File: config.mk
export PLATFORM = sky130hd
export DESIGN_NAME = polyvec_addsub_sched
export DESIGN_NICKNAME = d
export VERILOG_FILES = /design/src/rtl/polyvec_addsub_sched_pkg.sv /design/src/rtl/polyvec_addsub_sched_watchdog.sv /design/src/rtl/polyvec_addsub_sched.sv
export SDC_FILE = /design/constraint.sdc
export NUM_CORES = 1
export LEC_CHECK = 0
export CAP_MARGIN = 20
export CORE_ASPECT_RATIO = 0.6
export CORE_MARGIN = 5
export CORE_UTILIZATION = 40
export DETAILED_ROUTE_END_ITERATION = 8
export PLACE_DENSITY = 0.71
export SYNTH_ARGS = -nofsm -noshare
export SYNTH_HDL_FRONTEND = slang
export SYNTH_SLANG_ARGS = --single-unit
File: constraint.sdc
create_clock -name clk -period 2.2 [get_ports clk]
set_input_delay 0.22 -clock clk [delete_from_list [all_inputs] [get_ports clk]]
set_output_delay 0.22 -clock clk [all_outputs]
set_load 0.02 [all_outputs]
File: src/rtl/polyvec_addsub_sched_pkg.sv
// Shared control definitions for the polynomial-vector add/sub sequencer.
// Holds the FSM encoding, vector/bank limits and small bank helpers.
package polyvec_addsub_sched_pkg;

   localparam int MAX_POLYS      = 8;
   localparam int BANK_W         = 3;
   localparam int BLANK_CYCLES   = 8;
   localparam int TIMEOUT_CYCLES = 1024;
   // Modulus used by the engine in subtract mode (q - operand).
   localparam int DILITHIUM_Q    = 8380417;

   typedef enum logic [2:0] {
      ST_IDLE  = 3'd0,
      ST_START = 3'd1,
      ST_RUN   = 3'd2,
      ST_GAP   = 3'd3,
      ST_FIN   = 3'd4
   } sched_state_e;

   function automatic logic [BANK_W-1:0] bank_of(input logic [BANK_W-1:0] base,
                                                 input logic [3:0]        idx);
      return base + BANK_W'(idx);
   endfunction

   function automatic logic num_legal(input logic [3:0] num);
      return (num != 4'd0) && (num <= 4'(MAX_POLYS));
   endfunction

endpackage

File: src/rtl/polyvec_addsub_sched_watchdog.sv
// Per-polynomial blanking and timeout counters for the add/sub sequencer.
// elapsed_r counts cycles since the start cycle, so the first RUN cycle reads 1.
module sched_watchdog #(
   parameter int BLANK   = 8,
   parameter int TIMEOUT = 1024
) (
   input  logic clk,
   input  logic rst_n,
   input  logic srst,
   input  logic load,
   input  logic run,
   input  logic write_done,
   output logic done_qualified,
   output logic timeout_hit
);

   localparam int BW = $clog2(BLANK + 1);
   localparam int TW = $clog2(TIMEOUT + 1);

   logic [BW-1:0] blank_r;
   logic [TW-1:0] elapsed_r;

   // Blank down-counter and saturating elapsed-cycle counter
   always_ff @(posedge clk or negedge rst_n) begin
      if (!rst_n) begin
         blank_r   <= BW'(0);
         elapsed_r <= TW'(0);
      end else if (srst) begin
         blank_r   <= BW'(0);
         elapsed_r <= TW'(0);
      end else if (load) begin
         blank_r   <= BW'(BLANK);
         elapsed_r <= TW'(1);
      end else if (run) begin
         if (blank_r != BW'(0)) begin
            blank_r <= blank_r - BW'(1);
         end else begin
            blank_r <= blank_r;
         end
         if (elapsed_r != TW'(TIMEOUT)) begin
            elapsed_r <= elapsed_r + TW'(1);
         end else begin
            elapsed_r <= elapsed_r;
         end
      end else begin
         blank_r   <= blank_r;
         elapsed_r <= elapsed_r;
      end
   end

   // Hit on the last RUN cycle so the error pulse lands TIMEOUT cycles after start
   always_comb begin
      done_qualified = run & write_done & (blank_r == BW'(0));
      timeout_hit    = run & (elapsed_r == TW'(TIMEOUT - 1));
   end

endmodule

File: src/rtl/polyvec_addsub_sched.sv
// Sequencer that walks one vector command through the add/sub write engine,
// one polynomial at a time, owning the bank select and add/sub mode line.
module polyvec_addsub_sched
   import polyvec_addsub_sched_pkg::*;
#(
   parameter int BLANK   = BLANK_CYCLES,
   parameter int TIMEOUT = TIMEOUT_CYCLES
) (
   input  logic              clk,
   input  logic              rst_n,
   input  logic              cmd_valid,
   output logic              cmd_ready,
   input  logic [3:0]        cmd_num_polys,
   input  logic [BANK_W-1:0] cmd_base_bank,
   input  logic              cmd_sub,
   input  logic              abort,
   output logic              write_start,
   output logic              write_working,
   input  logic              write_done,
   output logic              add_sub_sel,
   output logic [BANK_W-1:0] bank_sel,
   output logic [3:0]        poly_idx,
   output logic              busy,
   output logic              done,
   output logic              err
);

   sched_state_e      state_r, next_state_s;
   logic [3:0]        num_r, num_s, poly_idx_r, poly_idx_s;
   logic [BANK_W-1:0] base_r, base_s, bank_sel_r, bank_sel_s;
   logic              add_sub_sel_r, add_sub_sel_s;
   logic              cmd_ready_r, cmd_ready_s, busy_r, busy_s;
   logic              write_start_r, write_start_s, write_working_r, write_working_s;
   logic              done_r, done_s, err_r, err_s;
   logic              accept_s, legal_s, abort_s, last_s, load_s, run_s;
   logic              done_qualified_s, timeout_hit_s;

   assign accept_s = cmd_valid & cmd_ready_r;
   assign legal_s  = num_legal(cmd_num_polys);
   assign abort_s  = abort & (state_r != ST_IDLE);
   assign last_s   = (poly_idx_r == (num_r - 4'd1));
   assign load_s   = (state_r == ST_START);
   assign run_s    = (state_r == ST_RUN);

   sched_watchdog #(
      .BLANK   (BLANK),
      .TIMEOUT (TIMEOUT)
   ) u_watchdog (
      .clk            (clk),
      .rst_n          (rst_n),
      .srst           (abort_s),
      .load           (load_s),
      .run            (run_s),
      .write_done     (write_done),
      .done_qualified (done_qualified_s),
      .timeout_hit    (timeout_hit_s)
   );

   // State register
   always_ff @(posedge clk or negedge rst_n) begin
      if (!rst_n) begin
         state_r <= ST_IDLE;
      end else begin
         state_r <= next_state_s;
      end
   end

   // Next-state logic; abort wins, and completion wins over a same-cycle timeout
   always_comb begin
      next_state_s = state_r;
      if (abort_s) begin
         next_state_s = ST_IDLE;
      end else begin
         case (state_r)
            ST_IDLE:  next_state_s = (accept_s && legal_s) ? ST_START : ST_IDLE;
            ST_START: next_state_s = ST_RUN;
            ST_RUN: begin
               if (done_qualified_s) begin
                  next_state_s = last_s ? ST_FIN : ST_GAP;
               end else if (timeout_hit_s) begin
                  next_state_s = ST_IDLE;
               end else begin
                  next_state_s = ST_RUN;
               end
            end
            ST_GAP:   next_state_s = ST_START;
            ST_FIN:   next_state_s = ST_IDLE;
            default:  next_state_s = ST_IDLE;
         endcase
      end
   end

   // Output and datapath next values, registered below so outputs align with state
   always_comb begin
      cmd_ready_s     = (next_state_s == ST_IDLE);
      busy_s          = (next_state_s != ST_IDLE);
      write_start_s   = (next_state_s == ST_START);
      write_working_s = (next_state_s == ST_START) || (next_state_s == ST_RUN);
      done_s          = (state_r == ST_FIN) && !abort_s;
      err_s           = abort_s
                        || ((state_r == ST_IDLE) && accept_s && !legal_s)
                        || (run_s && timeout_hit_s && !done_qualified_s);
      num_s           = num_r;
      base_s          = base_r;
      add_sub_sel_s   = add_sub_sel_r;
      poly_idx_s      = poly_idx_r;
      bank_sel_s      = bank_sel_r;
      if ((state_r == ST_IDLE) && accept_s && legal_s) begin
         num_s         = cmd_num_polys;
         base_s        = cmd_base_bank;
         add_sub_sel_s = cmd_sub;
         poly_idx_s    = 4'd0;
         bank_sel_s    = cmd_base_bank;
      end else if (run_s && !abort_s && done_qualified_s && !last_s) begin
         poly_idx_s = poly_idx_r + 4'd1;
      end else if ((state_r == ST_GAP) && !abort_s) begin
         bank_sel_s = bank_of(base_r, poly_idx_r);
      end else begin
         poly_idx_s = poly_idx_r;
      end
   end

   // Output and command registers
   always_ff @(posedge clk or negedge rst_n) begin
      if (!rst_n) begin
         cmd_ready_r     <= 1'b1;
         busy_r          <= 1'b0;
         write_start_r   <= 1'b0;
         write_working_r <= 1'b0;
         done_r          <= 1'b0;
         err_r           <= 1'b0;
         num_r           <= 4'd0;
         base_r          <= {BANK_W{1'b0}};
         add_sub_sel_r   <= 1'b0;
         poly_idx_r      <= 4'd0;
         bank_sel_r      <= {BANK_W{1'b0}};
      end else begin
         cmd_ready_r     <= cmd_ready_s;
         busy_r          <= busy_s;
         write_start_r   <= write_start_s;
         write_working_r <= write_working_s;
         done_r          <= done_s;
         err_r           <= err_s;
         num_r           <= num_s;
         base_r          <= base_s;
         add_sub_sel_r   <= add_sub_sel_s;
         poly_idx_r      <= poly_idx_s;
         bank_sel_r      <= bank_sel_s;
      end
   end

   assign cmd_ready     = cmd_ready_r;
   assign busy          = busy_r;
   assign write_start   = write_start_r;
   assign write_working = write_working_r;
   assign done          = done_r;
   assign err           = err_r;
   assign add_sub_sel   = add_sub_sel_r;
   assign poly_idx      = poly_idx_r;
   assign bank_sel      = bank_sel_r;

endmodule

* Word-level counts from Yosys, hierarchy flattened
Index checks and enable logic that the tools add are counted.
Storage, ports and cells: flip-flop bits (word level) 39, output and inout bits 14, word-level logic and storage cells 88, input bits 13
Operators by class: eq/ne operators 10, multiplexer cells 19, bitwise gates (word level) 5, $add $sub $neg 5, reduce and logical (&&, ||, !) cells 34, $lt $le $gt $ge 1
Operators by type and width (count):
- $mux W11 | 4
- $mux W4 | 6
- $mux W3 | 6
- $reduce_bool A3 Y1 | 5
- $logic_and A1 B1 Y1 | 12
- $pmux W3 S4 | 1
- $add A11 B1 Y11 const B | 1
- $eq A11 B10 Y1 const B | 1
- $ne A11 B11 Y1 const B | 1
- $eq A3 B2 Y1 const B | 3
- $reduce_bool A4 Y1 | 2
- $sub A4 B1 Y4 const B | 2
- $eq A3 B1 Y1 const B | 2
- $logic_not A3 Y1 | 2
- $reduce_and A2 Y1 | 3
- $and A1 B1 Y1 | 5
- $add A4 B1 Y4 const B | 1
- $eq A4 B4 Y1 | 1
- $le A4 B4 Y1 const B | 1
- $logic_not A1 Y1 | 4
- $logic_not A4 Y1 | 1
- $reduce_bool A2 Y1 | 2
- $add A3 B3 Y3 | 1
- $eq A3 B3 Y1 const B | 1
- other kinds (4) | 6

* Longest topological paths before layout
Gate-level depths: netlist of run 1.
depth after elaboration 8, depth in mapped cells 7, mapped depth without buffers 7

* Cells and area by module
From an unflattened synthesis of run 1, not the netlist that was laid out.
Unflattened totals: cells, all modules 219, area, all modules 2178.3 um^2
By module, submodules not included:
- polyvec_addsub_sched | cells each 123, sequential area each 601.8 um^2, area each 1282.5 um^2, instances 1
- sched_watchdog | cells each 96, sequential area each 375.4 um^2, area each 895.9 um^2, instances 1

* Worst setup path after synthesis of run 1
OpenSTA, ideal clock, no wires.
kind reg-to-reg, start point register poly_idx_r[0], in the netlist poly_idx[0], end point register bank_sel_r[2], in the netlist bank_sel[2], stages on the path, launching flop included 8, required time 2.075 ns, library setup time 0.125 ns, data arrival time 1.890 ns, setup slack 0.185 ns, period minus slack after synthesis 2.015 ns, buffers on the path 0, path through dfrtp_1 -> ha_1 -> inv_1 -> fa_1 -> xor2_1 -> xnor2_1 -> mux2_2 -> mux2_2
On the way: longest elaborated chain between the ends 5, elaborated cells on any way between the ends 9, those cells by class add/sub: 1; eq/ne: 2; mux: 3; reduce/logical: 3
RTL lines:
- start: declaration | line polyvec_addsub_sched.sv:29 | logic [3:0] num_r, num_s, poly_idx_r, poly_idx_s;
- start signal: assignment | line polyvec_addsub_sched.sv:147 | poly_idx_r <= poly_idx_s;
- parallel branches: the longest is 5 deep, another holds $add A3 B3 Y3
- end signal: assignment | line polyvec_addsub_sched.sv:136 | bank_sel_r <= {BANK_W{1'b0}};
- end signal: assignment | line polyvec_addsub_sched.sv:148 | bank_sel_r <= bank_sel_s;
- end: declaration | line polyvec_addsub_sched.sv:30 | logic [BANK_W-1:0] base_r, base_s, bank_sel_r, bank_sel_s;
Parallel ways; which one is timed is not known. The select of a mux whose other input is x is not followed. A chain may end at the register's enable or synchronous reset.

* Worst setup path in the final report of run 1
start point register state_r[1], end point register poly_idx_r[3], in the netlist poly_idx[3]
On the way: longest elaborated chain between the ends 7, elaborated cells on any way between the ends 14, those cells by class eq/ne: 1; mux: 1; bitwise: 3; reduce/logical: 9
RTL lines:
- start: declaration | line polyvec_addsub_sched.sv:28 | sched_state_e state_r, next_state_s;
- start signal: assignment | line polyvec_addsub_sched.sv:64 | state_r <= next_state_s;
- $reduce_bool A3 Y1 | line polyvec_addsub_sched.sv:40 | assign abort_s = abort & (state_r != ST_IDLE);
- $and A1 B1 Y1 | line polyvec_addsub_sched.sv:40
- $logic_not A1 Y1 | line polyvec_addsub_sched.sv:114 | end else if (run_s && !abort_s && done_qualified_s && !last_s) begin
- $logic_and A1 B1 Y1 (3 in series) | line polyvec_addsub_sched.sv:114
- $reduce_bool A2 Y1 (no line)
Several ways; a longest one is shown, not always the timed one.

==> results of run 1 <==
[path summary, 6_finish.rpt]
path	slack, ns	depth (start not counted)	endpoint	from
setup / recovery	0.11	5	poly_idx[3]$_DFFE_PN0P_	state_r[1]$_DFF_PN0_
hold / removal	0.03	1	err$_DFF_PN0_	rst_n
setup reg to reg	0.11	5	poly_idx[3]$_DFFE_PN0P_	state_r[1]$_DFF_PN0_
hold reg to reg	0.50	2	base_r[1]$_DFFE_PN0P_	base_r[1]$_DFFE_PN0P_
max in group asynchronous	1.62	1	poly_idx[2]$_DFFE_PN0P_	rst_n
min in group clk	0.50	2	base_r[1]$_DFFE_PN0P_	base_r[1]$_DFFE_PN0P_
[synthesized netlist by cell type (all sizes together) (3+ instances only)]
master  count
nor2b       4
xor2        8
nand4       4
mux2       11
dfrtp      38
o21ai       8
o31ai       3
nand3       8
xnor2       9
nor4        4
nand2      12
nor3b       3
nor2       20
a21oi       6
ha          6
nor3        7
buf         3
clkbuf      3
inv        14
[metrics by stage]
step / hold slack [ns] / setup slack (ns) / cells / instance area, um^2
global placement: 0.392 / 0.156 / 297 / 2460
global route: 0.111 / 0.0137 / 305 / 2550
floorplan: -0.0756 / 0.185 / 201 / 2080
CTS: 0.0665 / 0.106 / 305 / 2550
finish: 0.0333 / 0.110 / 305 / 2550
detailed placement: 0.392 / 0.140 / 297 / 2460
[critical path: cells and delay by family, from the launching register on]
family          cells  cell delay [ns]
simple gates        1             0.49
flops               1             0.53
compound gates      4             0.97
[flip-flops by register name, indices dropped and copies added, names as in the netlist, 3 cells and up]
| signal | count |
|---|---|
| u_watchdog.blank_r | 4 |
| poly_idx | 4 |
| u_watchdog.elapsed_r | 11 |
| base_r | 3 |
| bank_sel | 3 |
| state_r | 3 |
| num_r | 4 |
[logic make-up after synthesis]
kind of cell / after synthesis / synth area share (%)
muxes: 13 / 6.91
adders and majority gates: 7 / 4.56
DFF: 39 / 46.9
and+or+nand+nor: 73 / 18.5
AOI/OAI and AO/OA: 31 / 10.9
buffers and inverters: 20 / 4.02
xor gates and xnor gates: 18 / 8.23
[final cells by class]
class	count	area, um^2
Inverter	14	52.6
Tap cell	66	82.6
Multi-Input combinational cell	142	1030
Timing Repair Buffer	36	330
Clock buffer	5	68.8
Sequential cell	39	977
Clock inverter	3	15.0
Fill cell	475	2500
[metal layers]
| layer | up-vias | share of wire [%] | global-route usage [%] |
|---|---|---|---|
| met3 | 6 | 5.0 | 4.11 |
| met1 | 730 | 58 | 23.2 |
| met4 | 0 | 1.3 | 5.98 |
| met5 | - | 0 | 0 |
| li1 | 786 | - | - |
| met2 | 46 | 35 | 17.0 |
[power groups by stage]
stage	Sequential (mW)	Combinational [mW]	Clock, mW
finish	1.09	1.15	0.474
CTS	1.09	1.16	0.489
detailed placement	1.10	1.14	0
floorplan	1.16	0.669	0
global route	1.12	1.27	0.518
global placement	1.09	1.12	0
==> impl_metrics.ini, run 1 <==
[worst_setup_path]
required_ns = 2.39
cp_slowest_stage_delay_ns = 0.53
start_kind = flip-flop
cp-end-kind = flip-flop
crit_fanout = 10
arrival_ns = 2.28
cpMaxStageDelayCell = dfrtp_1
worstPathCellList = or3b_4 -> a2111oi_4 -> o21ai_2 -> o21a_1 -> o21a_1
crit_top_cell = o21a_1
worstSetupPathType = flip-flop to flip-flop

[flow_run]
cap_viol_max_count = 0

[global_routing]
antenna_found_initial = 0
grt_max_degree = 40
grt_use_total_pct = 14.4
grt_pass1_wl_um = 7390
gr-total-overflow = 0
grt_pass1_vias = 1474

[cells_and_area]
layout_commonest_cell = dfrtp_1
layout_common_cells = dfrtp_1, clkdlybuf4s50_1, nor2_1
area_growth_pct = 22.6
final_nets = 258
drive_gt1_share_pct = 15.9
fin_util_pct = 50.5
antennaDiodeCount = 0

[power]
p_int_mw = 1.71
p_leak_nw = 1.12
max-vdd-ir-drop_uv = 481
p_switching_mw = 0.998
p_comb_share_pct = 42.4
total_power_mw = 2.71
p_sw_share_pct = 36.8
p_clk_share_pct = 17.5
pwr_density_cell_nw_per_um2 = 1060
pwr-share-seq_pct = 40.1

[clock_network]
clock-sinks = 39
tritoncts = done
h-tree-depth = 2
clock-root-buffer = clkbuf_8
holdBufCountCts = 0
clk_pin_slew_ns = 0.08
postCtsSetupBuffers = 0
postCtsResizedCells = 0
cts-buffers-inserted = 5
worstSkewPairLatency_ns = 0.30
clock_path_buffers = 2

[floorplan]
ios = 27
start_util_pct = 41.2
die_y_um = 65.9
fp.dieW_um = 103
die-area_um2 = 6800
num_rows = 20
core-area_um2 = 5050

[detailed_routing]
wire_per_inst_um = 14.6
ant_nets = 0
viasPerCell = 5.14
vias = 1568
wirelength_um = 4470
drc_errors = 0
drtIter0Drc = 91
drt_pre_antenna_iters = 4

[synthesis]
synthCells = 201
ys_ff_latch = 39
synth_area_um2 = 2080
syn_avg_cell_area_um2 = 10.4
ys_seq_area_share_pct = 46.9
synth_top_area_share_pct = 45.6
ys_warn_count = 0
async_flop_share_pct = 100
synth.area.top_cells = dfrtp_1, mux2_2, xnor2_1, ha_1, nor2_1
syn_nets = 221
yosys_most_used_dff = dfrtp_1
ys_types = 49
synth_largest_area_cell = dfrtp_1
synth_edf_count = 0

[outcome]
status = completed

[timing]
hold_viol_final = 0
min_period_ns = 2.09
worst_clock_skew_ns = 0.00477
fmax_mhz = 478
worst_slew_pin_slew_ns = 0.870
rsz0062_at_grt = no
tns_ns = 0
fin_crit_sh_pct = 95.0
slew_headroom_pct = 42.0
setup_viol = 0
drv_slew = 0

[min_path]
hold_path_class = input pin to async pin

[placed_design]
io_buffers = 26
gp_congestion = 0.767
hpwl_um = 3350
No activity file was read; power rests on OpenSTA's default activity.
==> inputs of run 2 (changes only) <==
CTS_BUF_LIST = sky130_fd_sc_hd__clkbuf_4 sky130_fd_sc_hd__clkbuf_8   (was default)
==> results of run 2 <==
Same layout as run 1: the final DEF is identical, and so are final timing and power.
